### src/rtl/seq_detect_pkg.sv
// Shared defaults, FSM encoding and reset constants for the sequence detector.
package seq_detect_pkg;

  localparam int unsigned PAT_W_DEF  = 12;
  localparam int unsigned DATA_W_DEF = 8;
  localparam int unsigned CNT_W_DEF  = 16;

  // Pattern loaded by reset; overlapping detection is the reset mode.
  localparam logic [11:0] RESET_PATTERN = 12'hEDB;
  localparam logic        RESET_OVERLAP = 1'b1;

  typedef enum logic {
    IDLE  = 1'b0,
    SHIFT = 1'b1
  } state_t;

endpackage

### src/rtl/seq_window.sv
// Sliding bit window with saturating fill counter and pattern comparator.
module seq_window #(
  parameter int unsigned PAT_W = 12
) (
  input  logic             clk,
  input  logic             rst,
  input  logic             clr,
  input  logic             shift_en,
  input  logic             bit_in,
  input  logic             clr_fill,
  input  logic [PAT_W-1:0] pattern,
  output logic             hit
);

  localparam int unsigned FILL_W = $clog2(PAT_W + 1);

  logic [PAT_W-1:0]  window;
  logic [FILL_W-1:0] fill;
  logic [PAT_W-1:0]  next_window;
  logic [FILL_W-1:0] next_fill;

  // Window/fill after shifting bit_in; hit flags a full window equal to the pattern.
  always_comb begin
    next_window = {window[PAT_W-2:0], bit_in};
    next_fill   = (fill == FILL_W'(PAT_W)) ? fill : fill + FILL_W'(1);
    hit         = shift_en && (next_window == pattern) && (next_fill == FILL_W'(PAT_W));
  end

  // Window state: cleared by configuration, advanced one bit per shift.
  always_ff @(posedge clk or posedge rst) begin
    if (rst) begin
      window <= '0;
      fill   <= '0;
    end else if (clr) begin
      window <= '0;
      fill   <= '0;
    end else if (shift_en) begin
      window <= next_window;
      fill   <= (hit && clr_fill) ? '0 : next_fill;
    end
  end

endmodule

### src/rtl/seq_detect_ctrl.sv
// Byte-fed serial pattern detector with match pulse and saturating match counter.
module seq_detect_ctrl
  import seq_detect_pkg::*;
#(
  parameter int unsigned PAT_W  = PAT_W_DEF,
  parameter int unsigned DATA_W = DATA_W_DEF,
  parameter int unsigned CNT_W  = CNT_W_DEF
) (
  input  logic              clk,
  input  logic              rst,
  input  logic              cfg_we,
  input  logic [PAT_W-1:0]  cfg_pattern,
  input  logic              cfg_overlap,
  input  logic              in_valid,
  output logic              in_ready,
  input  logic [DATA_W-1:0] in_data,
  output logic              match,
  output logic [CNT_W-1:0]  match_count,
  output logic              busy
);

  localparam int unsigned IDX_W = (DATA_W > 1) ? $clog2(DATA_W) : 1;

  state_t            state;
  logic [DATA_W-1:0] byte_q;
  logic [IDX_W-1:0]  bit_idx;
  logic [PAT_W-1:0]  pattern;
  logic              overlap;
  logic              last_bit;
  logic              cfg_load;
  logic              shift_en;
  logic              hit;

  // Handshake and window control decoded from the current state.
  always_comb begin
    last_bit = (bit_idx == IDX_W'(DATA_W - 1));
    shift_en = (state == SHIFT);
    cfg_load = (state == IDLE) && cfg_we;
    in_ready = ((state == IDLE) && !cfg_we) || ((state == SHIFT) && last_bit);
    busy     = (state == SHIFT);
  end

  seq_window #(
    .PAT_W (PAT_W)
  ) u_window (
    .clk      (clk),
    .rst      (rst),
    .clr      (cfg_load),
    .shift_en (shift_en),
    .bit_in   (byte_q[DATA_W-1]),
    .clr_fill (!overlap),
    .pattern  (pattern),
    .hit      (hit)
  );

  // Controller FSM: configuration and byte intake in IDLE, MSB-first serialisation in SHIFT.
  always_ff @(posedge clk or posedge rst) begin
    if (rst) begin
      state       <= IDLE;
      byte_q      <= '0;
      bit_idx     <= '0;
      pattern     <= PAT_W'(RESET_PATTERN);
      overlap     <= RESET_OVERLAP;
      match       <= 1'b0;
      match_count <= '0;
    end else begin
      match <= 1'b0;
      case (state)
        IDLE: begin
          if (cfg_we) begin
            pattern     <= cfg_pattern;
            overlap     <= cfg_overlap;
            match_count <= '0;
          end else if (in_valid) begin
            byte_q  <= in_data;
            bit_idx <= '0;
            state   <= SHIFT;
          end
        end
        SHIFT: begin
          byte_q  <= byte_q << 1;
          bit_idx <= bit_idx + IDX_W'(1);
          if (hit) begin
            match <= 1'b1;
            if (match_count != '1) begin
              match_count <= match_count + CNT_W'(1);
            end
          end
          if (last_bit) begin
            bit_idx <= '0;
            if (in_valid) begin
              byte_q <= in_data;
            end else begin
              state <= IDLE;
            end
          end
        end
        default: state <= IDLE;
      endcase
    end
  end

endmodule

### config.mk
export PLATFORM = sky130hd
export DESIGN_NAME = seq_detect_ctrl
export DESIGN_NICKNAME = d
export VERILOG_FILES = /design/src/rtl/seq_detect_pkg.sv /design/src/rtl/seq_window.sv /design/src/rtl/seq_detect_ctrl.sv
export SDC_FILE = /design/constraint.sdc
export NUM_CORES = 1
export LEC_CHECK = 0
export ABC_CLOCK_PERIOD_IN_PS = 4640
export CAP_MARGIN = 20
export CELL_PAD_IN_SITES_DETAIL_PLACEMENT = 1
export CELL_PAD_IN_SITES_GLOBAL_PLACEMENT = 1
export CORE_ASPECT_RATIO = 0.9
export CORE_MARGIN = 4
export CORE_UTILIZATION = 44
export DETAILED_ROUTE_END_ITERATION = 7
export PLACE_DENSITY_LB_ADDON = 0.1
export SYNTH_ARGS = -nofsm -noshare
export SYNTH_HDL_FRONTEND = slang
export SYNTH_SLANG_ARGS = --single-unit
### constraint.sdc
create_clock -name clk -period 4.64 [get_ports clk]
set_input_delay 0.464 -clock clk [delete_from_list [all_inputs] [get_ports clk]]
set_output_delay 0.464 -clock clk [all_outputs]
set_load 0.01 [all_outputs]
==> flow_summary.ini <==
[place]
gp_congestion = 0.805
dp_cells = 432
dpl.hpwl_um = 5330
numPortBuffers = 43

[critical_path]
critical_path.max_fanout = 23
critical_path_class = flop to output port
startpoint_type = flop
endpoint_kind = output port
crit_arrival_ps = 3190
cp.required_ps = 4180

[final_layout]
final_cells = 449
utilization_pct = 57.2
multi_input_area_um2 = 1280
antenna_cells = 0
final_nets = 387
seq_area_um2 = 1440
drive_gt1_share_pct = 10.8
fillers = 724
area_growth_pct = 25.6

[synth]
yosys.cell_types.count = 40
syn_inst = 310
synthFlopType = dfrtp_1
yosysWarnings = 0
mappedNetlistNets = 340
synth_edf_count = 0
netlist_area_um2 = 2820
avgSynthCellArea_um2 = 9.09
ys_async_sr_fraction_pct = 100
ys_seq_area_share_pct = 51.1
ys_ff_latch = 57

[floorplan]
fp-row-count = 27
die_w_um = 92.3
initial_core_util_pct = 45.6
core_um2 = 6180
io_pins = 44
die_h_um = 83.9
dieArea_um2 = 7750

[grt]
antenna_found_initial = 0
grt.total_usage_pct = 20.5
grt_pass1_wl_um = 12700
grt_pass1_vias = 2580
overflow = 0
grt_max_degree = 31

[clocking]
clk_path_buf_depth = 2
cts-root-buf = clkbuf_8
h-tree-depth = 3
cts_buffers = 9
tritoncts = built
clock_sinks = 57
clkSlewWorstSetupHoldPaths_ps = 70
cts_resized = 0
cts_hold_buf = 0
postCtsSetupBuffers = 0
clk_latency_ps = 340

[timing]
maxSlewViolCount = 0
tightest_slew_ps = 962
clock.fmax_mhz = 274
clock_skew_ps = 8.65
setup_viol = 0
post-route-period-util_pct = 78.7
final.min_clock_period_ps = 3650
finalHoldViolCount = 0
slew_headroom_pct = 35.9
rsz0062_at_grt = false
setup_tns_ps = 0

[detailed_routing]
drc = 0
via_count = 2458
routedWlPerCell_um = 16.1
met3_length_um = 291
wl_met1_um = 3440
drt-total-wl_um = 7250
first_pass_iters = 4
top_layer = met4
wl_met2_um = 3430
via_per_inst = 5.47
drtAntennaViolNets = 0
drt_iter0_drc = 149

[power]
power.total_mw = 2.03
ir_drop_uv = 406
p_leak_nw = 1.57
power_density_nw_per_um2 = 573

[job]
drv_cap = 0

[worst_hold_path]
holdCritPathClass = flop to flop

[run_status]
status = finished, final reports clean
logic make-up (layout without fill, tap and decap cells):
group                      count (synthesis)  in the layout  share of synthesized area [%]
DFF                                       57             57                           51.1
and+or+nand+nor                          135            135                           22.4
xor gates and xnor gates                   8              8                           2.49
adders and majority gates                  5              5                           2.22
buffers and inverters                     25             77                           3.42
muxes                                      8              8                           2.84
AOI/OAI and AO/OA                         72             72                           15.5
worst paths after layout:
check / start / end / slack, ps / cells past startpoint
setup reg to reg: busy / match_count[10] / 1360 / 5
hold / removal: pattern[9] / pattern[9] / 470 / 2
min in group asynchronous: rst / match_count[4] / 530 / 2
setup / recovery: busy / in_ready / 990 / 4
hold reg to reg: pattern[9] / pattern[9] / 470 / 2
max in group asynchronous: rst / match_count[5] / 3290 / 3
per-stage QoR:
stage | hold slack, ps | worst slack, ps | cell area [um2]
5_1_grt | 496 | 735 | 3540
4_1_cts | 477 | 945 | 3530
2_1_floorplan | 446 | 1930 | 2820
6_report | 473 | 987 | 3540
3_3_place_gp | 458 | 1430 | 3340
3_5_place_dp | 469 | 1330 | 3340
placed cells by master (no fill, tap or decap), drive strengths merged, types with 8 or more instances in the layout:
| master | synthesis | layout |
|---|---|---|
| nand2 | 74 | 74 |
| dfrtp | 47 | 47 |
| clkdlybuf4s50 | 0 | 43 |
| o21ai | 31 | 31 |
| a21oi | 15 | 15 |
| inv | 13 | 13 |
| nor2 | 11 | 11 |
| nand3 | 10 | 10 |
| clkbuf | 8 | 10 |
| dfstp | 10 | 10 |
| mux2i | 8 | 8 |
sequential cells by signal, summed over array words and instances (netlist names):
name and flops:
match_count 16, byte_q 8, overlap 1, bit_idx 3, match 1, pattern 12
busy 1, u_window.window 11, u_window.fill 4
report_power, final:
group / switching, mW / total (mW) / leakage, nW / internal (mW)
logic: 0.375 / 0.686 / 0.747 / 0.311
registers: 0.181 / 0.887 / 0.717 / 0.706
clock network: 0.195 / 0.454 / 0.102 / 0.258
total: 0.752 / 2.03 / 1.57 / 1.28
worst max-delay path, stage by stage (launching register included):
cell             delay, ps
dfrtp_1                820
clkinv_1               580
nand2_1                690
and2_1                 220
clkdlybuf4s50_1        530
synthesized netlist by cell type (2+ instances only):
master | instances | area share, %
nand4_1 | 7 | 1.6
nor2_1 | 11 | 1.5
nand3_1 | 10 | 1.8
or3_1 | 6 | 1.3
and2_1 | 4 | 0.89
mux2i_1 | 8 | 2.8
buf_2 | 2 | 0.36
ha_1 | 5 | 2.2
dfstp_2 | 10 | 9.3
nand2b_1 | 3 | 0.67
a22o_1 | 4 | 1.2
clkbuf_1 | 8 | 1.1
nor3_1 | 4 | 0.71
o211ai_1 | 2 | 0.53
inv_1 | 13 | 1.7
a31o_2 | 5 | 1.6
xor2_1 | 6 | 1.9
a31oi_1 | 2 | 0.44
and3_1 | 7 | 1.6
o31ai_1 | 4 | 1.1
a21o_1 | 2 | 0.53
o21ai_0 | 31 | 5.5
xnor2_1 | 2 | 0.62
a21oi_1 | 15 | 2.7
dfrtp_1 | 47 | 42
nand2_1 | 74 | 9.9
or4_1 | 3 | 0.80
and4_1 | 3 | 0.93
metal layers:
layer	up-vias	GRT usage (%)
met5	-	0
met4	0	5.26
met3	7	6.31
met2	42	33.0
met1	1229	26.9
li1	1180	-
area by class of cell:
cell class	instances	share of cell area (%)
clock buffers	10	3.89
clock inverters	6	1.63
inverters	14	1.49
multi-input cells	228	36.3
flip-flops and latches	57	40.7
well taps	87	3.08
repair buffers	47	12.9
Power figures use the tool's default switching activity.
